--- src/rtl/if_id_fetch_stage.sv ---
// rtl/if_id_fetch_stage.sv - IF/ID stage: ROM address drive, ID latch, stall/halt hold, perf counters
// The instruction shown in ID comes straight from the ROM in RUN, or from a hold register while stalled/halted.

module if_id_fetch_stage #(
  parameter int                ADDR_W    = 32,
  parameter int                DATA_W    = 32,
  parameter logic [DATA_W-1:0] NOP_INSTR = '0
) (
  input  logic              clk,
  input  logic              rst,
  input  logic              halt,
  input  logic              pc_bj,
  input  logic              nop_lock_id,
  input  logic [ADDR_W-1:0] pc_in,
  output logic [ADDR_W-1:0] imem_addr,
  input  logic [DATA_W-1:0] imem_rdata,
  output logic [ADDR_W-1:0] pc_if_id,
  output logic [DATA_W-1:0] instr_if_id,
  output logic              valid_if_id,
  output logic [31:0]       fetch_count,
  output logic [31:0]       redirect_count,
  output logic [31:0]       stall_cycles
);

  typedef enum logic [1:0] {
    S_RUN    = 2'd0,
    S_STALL  = 2'd1,
    S_HALTED = 2'd2
  } state_t;

  state_t            r_state;
  state_t            w_state_nxt;
  logic [ADDR_W-1:0] r_pc_if_id;
  logic [ADDR_W-1:0] w_pc_if_id_nxt;
  logic              r_valid;
  logic              w_valid_nxt;
  logic [DATA_W-1:0] r_hold_instr;
  logic [DATA_W-1:0] w_hold_instr_nxt;
  logic [31:0]       r_fetch_count;
  logic [31:0]       w_fetch_count_nxt;
  logic [31:0]       r_redirect_count;
  logic [31:0]       w_redirect_count_nxt;
  logic [31:0]       r_stall_cycles;
  logic [31:0]       w_stall_cycles_nxt;

  always_ff @(posedge clk) begin
    if (rst) begin
      r_state          <= S_RUN;
      // All-ones so the PC stage's pc_if_id+1 makes the first fetch address 0.
      r_pc_if_id       <= '1;
      r_valid          <= 1'b0;
      r_hold_instr     <= NOP_INSTR;
      r_fetch_count    <= '0;
      r_redirect_count <= '0;
      r_stall_cycles   <= '0;
    end else begin
      r_state          <= w_state_nxt;
      r_pc_if_id       <= w_pc_if_id_nxt;
      r_valid          <= w_valid_nxt;
      r_hold_instr     <= w_hold_instr_nxt;
      r_fetch_count    <= w_fetch_count_nxt;
      r_redirect_count <= w_redirect_count_nxt;
      r_stall_cycles   <= w_stall_cycles_nxt;
    end
  end

  always_comb begin
    w_state_nxt          = r_state;
    w_pc_if_id_nxt       = r_pc_if_id;
    w_valid_nxt          = r_valid;
    w_hold_instr_nxt     = r_hold_instr;
    w_fetch_count_nxt    = r_fetch_count;
    w_redirect_count_nxt = r_redirect_count;
    w_stall_cycles_nxt   = r_stall_cycles;
    if (halt) begin
      w_state_nxt        = S_HALTED;
      w_stall_cycles_nxt = r_stall_cycles + 32'd1;
      if (r_state == S_RUN) begin
        w_hold_instr_nxt = imem_rdata;
      end
    end else if (pc_bj) begin
      w_state_nxt          = S_RUN;
      w_pc_if_id_nxt       = pc_in;
      w_valid_nxt          = 1'b1;
      w_fetch_count_nxt    = r_fetch_count + 32'd1;
      w_redirect_count_nxt = r_redirect_count + 32'd1;
    end else if (nop_lock_id) begin
      // Only RUN still has the ID word on the ROM bus; other states already hold it.
      w_state_nxt        = S_STALL;
      w_stall_cycles_nxt = r_stall_cycles + 32'd1;
      if (r_state == S_RUN) begin
        w_hold_instr_nxt = imem_rdata;
      end
    end else begin
      w_state_nxt       = S_RUN;
      w_pc_if_id_nxt    = pc_in;
      w_valid_nxt       = 1'b1;
      w_fetch_count_nxt = r_fetch_count + 32'd1;
    end
  end

  always_comb begin
    instr_if_id = NOP_INSTR;
    if (r_valid) begin
      instr_if_id = (r_state == S_RUN) ? imem_rdata : r_hold_instr;
    end
  end

  assign imem_addr      = pc_in;
  assign pc_if_id       = r_pc_if_id;
  assign valid_if_id    = r_valid;
  assign fetch_count    = r_fetch_count;
  assign redirect_count = r_redirect_count;
  assign stall_cycles   = r_stall_cycles;

endmodule

--- config.mk ---
export PLATFORM = sky130hd
export DESIGN_NAME = if_id_fetch_stage
export DESIGN_NICKNAME = d
export VERILOG_FILES = /design/src/rtl/if_id_fetch_stage.sv
export SDC_FILE = /design/constraint.sdc
export NUM_CORES = 1
export LEC_CHECK = 0
export ABC_CLOCK_PERIOD_IN_PS = 4900
export CORE_MARGIN = 2
export CORE_UTILIZATION = 49
export DETAILED_ROUTE_END_ITERATION = 7
export GPL_TIMING_DRIVEN = 0
export PLACE_DENSITY = 0.84
export SYNTH_ARGS = -nofsm -noshare
export SYNTH_HDL_FRONTEND = slang
export SYNTH_SLANG_ARGS = --single-unit
--- constraint.sdc ---
create_clock -name clk -period 4.9 [get_ports clk]
set_clock_uncertainty 0.1 [all_clocks]
set_input_delay 0.98 -clock clk [delete_from_list [all_inputs] [get_ports clk]]
set_output_delay 0.98 -clock clk [all_outputs]
set_load 0.02 [all_outputs]
Word-level counts from Yosys, hierarchy flattened
Cells that the tools add are included.
W data, S select, Z words.

word-level totals
  flip-flop bits (word level) = 163
  input port bits = 69
  output and inout port bits = 193
  word-level logic and storage cells = 37

operators by class
  $add $sub $neg = 3
  eq/ne operators = 2
  muxes and demuxes = 17
  bitwise gates (word level) = 1
  reductions and logical operators = 6

operators by type and width
  operator                 number
  $mux W32                 12
  $add A32 B1 Y32 const B  3
  $reduce_and A2 Y1        3
  $mux W1                  4
  $ne A2 B2 Y1 const B     2
  $reduce_or A3 Y1         1
  $logic_not A2 Y1         1
  $mux W2                  1
  $reduce_bool A2 Y1       1
  $not A1 Y1               1

Logic depth before layout (Yosys ltp)
  depth in word-level cells = 5
  mapped depth = 8
  gate-level depth less buffers = 6

Least setup slack after synthesis
No wires, ideal clock.

  path kind = input -> output
  from = input imem_rdata[10]
  to = output instr_if_id[10]
  data arrival time = 1.517 ns
  data required time = 3.820 ns
  slack = 2.303 ns
  cell stages on the path = 2
  path buffers = 0
  path through = nand2_1 -> a21boi_0

between the ends
  cells in the longest elaborated chain, start to end = 2

RTL lines
  element          RTL line  RTL
  start, declared  16        input logic [DATA_W-1:0] imem_rdata,
  $mux W32         -
  $mux W32         104       if (r_valid) begin
  end, declared    18        output logic [DATA_W-1:0] instr_if_id,

No other way between the ends.

Worst setup path after layout
  from = register r_state[1]
  to = output instr_if_id[5]

between the ends
  cells in the longest elaborated chain, start to end = 3

RTL lines
  element                 RTL line  RTL
  start, declared         31        state_t r_state;
  start signal, assigned  57        r_state <= w_state_nxt;
  $logic_not A2 Y1        105       instr_if_id = (r_state == S_RUN) ? imem_rdata : r_hold_instr;
  $mux W32                -
  $mux W32                104

No other way between the ends.

==> results by group <==
Outcome
  • Outcome: finished, final reports clean

Power
  • Leakage: about 4 nW
  • Maximum VDD drop: 0.000293 V
  • Pwr/cell area: about 300 nW/um^2

Synthesis
  • Number of synthesized flops with an enable pin: 0
  • Async SR Flop Fraction: 0
  • Dominant cells by area after synthesis: dfxtp_1 44%, nand2_1 12%, xor2_1 4.4%
  • Register area share after synthesis: 0.438
  • Yosys top cell by area: dfxtp_1
  • Mapped Cells: about 930
  • Synthesized area: approximately 7400 um^2
  • Post-synth top flop: dfxtp_1
  • Synthesis Warnings: 0
  • FF+latch count, synth: approximately 160
  • Synth top area share: 0.438
  • Post-Synthesis Net Count: 1006
  • Synthesized area per cell: around 8 um^2
  • Synth cell types: 42

Layout
  • Reg area: approximately 3300 um^2
  • Multi-input gate area: between 3000 and 4000 um^2
  • Nets: between 1000 and 1500
  • # fillers: ~1200
  • Diode count: 0
  • Final std cells w/o fill: roughly 1400
  • Synth-to-Final Area Change: 46.1%
  • Layout cells sized above 1: 0.0646

Routing
  • DR DRC count: 0
  • First-pass DRT Iterations: 5
  • Iteration-0 DRC Markers: around 440
  • Via/cell ratio: between 5 and 6
  • Detailed Route WL: 21800 um
  • Final ANT Viol Nets: 0
  • Wire length per cell: ~15 um
  • Via Count: ~7500

STA
  • Final number of setup-violating endpoints: 0
  • Fin crit period: between 3 and 4 ns
  • Fin crit share: 0.739
  • RSZ-0062 raised after global routing: false
  • Setup TNS: 0 ns
  • Final Hold Viols: 0
  • Slew margin rel.: 0.400
  • Min setup slack post-route: approximately 1.3 ns
  • Worst-Margin Slew: around 0.9 ns
  • Fmax: around 280 MHz
  • Final Slew Violations: 0

Floorplanning
  • Die area: ~16000 um^2
  • I/O pins: 262
  • Die Ht: between 100 and 150 um
  • Die X-Extent: between 100 and 150 um
  • Initial core utilization: 0.495
  • Cell row count: between 40 and 50
  • Core area: 15000 um^2

Critical path
  • CP arrival: between 2 and 3 ns
  • Slowest library cell on the worst path: clkdlybuf4s50_1
  • Critical path peak fanout: 10
  • Worst Path Required: around 3.8 ns
  • Startpoint Class: flip-flop
  • CP delay by family, top: buffers and inverters
  • Crit path cell chain: nor2_1 -> clkbuf_1 -> nand2_1 -> a21boi_0 -> clkdlybuf4s50_1
  • Critical path class: flip-flop to output pin
  • WP buf/inv: 2
  • Slowest stage delay, CP: approximately 0.66 ns
  • Worst setup EP type: output pin

CTS
  • Max Root-Sink Buffers: 2
  • Root Buffer: clkbuf_16
  • Worst skew pair latency: around 0.43 ns
  • Num CTS Buffers: 17
  • # resized after CTS: 0
  • Worst-path clk slew: roughly 0.060 ns
  • CTS tree: yes
  • Hold_buf cts: 0
  • Postcts setup bufs: 0
  • CTS Sinks: about 160
  • Htree depth: 4

Global routing
  • Initial antenna violation count: 0
  • Pin count of the biggest net entering global routing: 17
  • Gr ovfl total: 0
  • First-pass GRT wire length: ~35000 um
  • Number of global-route vias before repair: roughly 7000
  • Gr usage total: 0.266

Min path
  • Hold Crit Class: flip-flop to flip-flop

Placed design
  • Port Buffer Count: ~260
  • Pre-CTS setup slack: roughly 1.5 ns
  • Inst Count DP: 1381
  • Placer Congestion: roughly 0.85
  • Hpwl dp: 15900 um

Flow run
  • MaxCap Viol Count: 0
-- per-layer routing --
layer,vias up,part of all wire,global-route usage
li1,3639,-,-
met1,3563,0.43,0.329
met2,255,0.48,0.440
met3,52,0.067,0.0716
met4,0,0.031,0.112
met5,-,0,0
-- report_power, final --
| group | internal [mW] | switching, mW | total, mW |
|---|---|---|---|
| Sequential | 1.37 | 0.0284 | 1.40 |
| Clock | 0.858 | 0.526 | 1.38 |
| Combinational | 0.206 | 0.226 | 0.432 |
| Total | 2.43 | 0.780 | 3.21 |
-- cell families after synthesis --
group / count (synthesis) / share of synthesized area
compound gates: 111 / 0.0878
xor+xnor: 72 / 0.0847
fa+ha+maj: 3 / 0.00504
buf+inv: 97 / 0.0699
flops: 163 / 0.438
mux: 1 / 0.00135
simple gates: 487 / 0.313
-- worst min-delay path, delay by kind of cell (launching register included) --
family / cells / cell delay [ns]
flops: 1 / 0.31
simple gates: 1 / 0.05
compound gates: 1 / 0.05
-- final timing paths --
check / cells after the start / start / end / slack, ns
worst max-delay path: 5 / r_state[1] / instr_if_id[5] / 1.28
worst min-delay path: 2 / r_hold_instr[29] / r_hold_instr[29] / 0.35
worst max register to register: 7 / stall_cycles[0] / stall_cycles[26] / 2.67
worst min register to register: 2 / r_hold_instr[29] / r_hold_instr[29] / 0.35
-- cell usage after synthesis, types with 4 or more instances --
library cell / instances
buf_4: 33
nor4_1: 5
o21ai_0: 19
xor2_1: 37
inv_1: 11
nor2_1: 82
buf_2: 4
and3_1: 10
nand3b_1: 32
nand4_1: 24
and4_1: 10
a21boi_0: 34
dfxtp_1: 163
xnor2_1: 35
a21oi_1: 54
clkbuf_1: 46
nor3_1: 24
nand2_1: 230
nand3_1: 28
or3_1: 18
-- layout by cell type (no fill, tap or decap), types with 32 or more instances in the layout --
cell type,Yosys,routed
nand2_1,230,230
xnor2_1,35,35
dfxtp_1,163,163
clkbuf_1,46,48
buf_4,33,33
clkdlybuf4s50_1,0,259
a21boi_0,34,34
nand3b_1,32,32
a21oi_1,54,54
xor2_1,37,37
nor2_1,82,82
-- per-stage QoR --
stage / power, mW / hold slack [ns] / area [um^2] / util
after CTS: 3.23 / 0.355 / 10900 / 0.723
after detailed placement: 1.86 / 0.347 / 10300 / 0.683
after floorplan: 1.64 / 0.337 / 7440 / -
after global routing: 3.32 / 0.374 / 10900 / 0.723
after global placement: 1.85 / 0.342 / 10300 / 0.683
final: 3.21 / 0.354 / 10900 / 0.723
-- registers in the layout, summed over array words and instances, names as in the netlist --
name	flops
r_state	2
fetch_count	32
redirect_count	32
stall_cycles	32
valid_if_id	1
r_hold_instr	32
pc_if_id	32
-- cell type report --
cell class / count / area share
clock inverter: 9 / 0.0145
inverter: 11 / 0.00380
buffer: 86 / 0.0441
clock buffer: 20 / 0.0411
sequential: 163 / 0.300
multi-input combinational: 674 / 0.336
tap: 188 / 0.0216
timing repair buffer: 259 / 0.238
No activity file was read; power rests on OpenSTA's default activity.
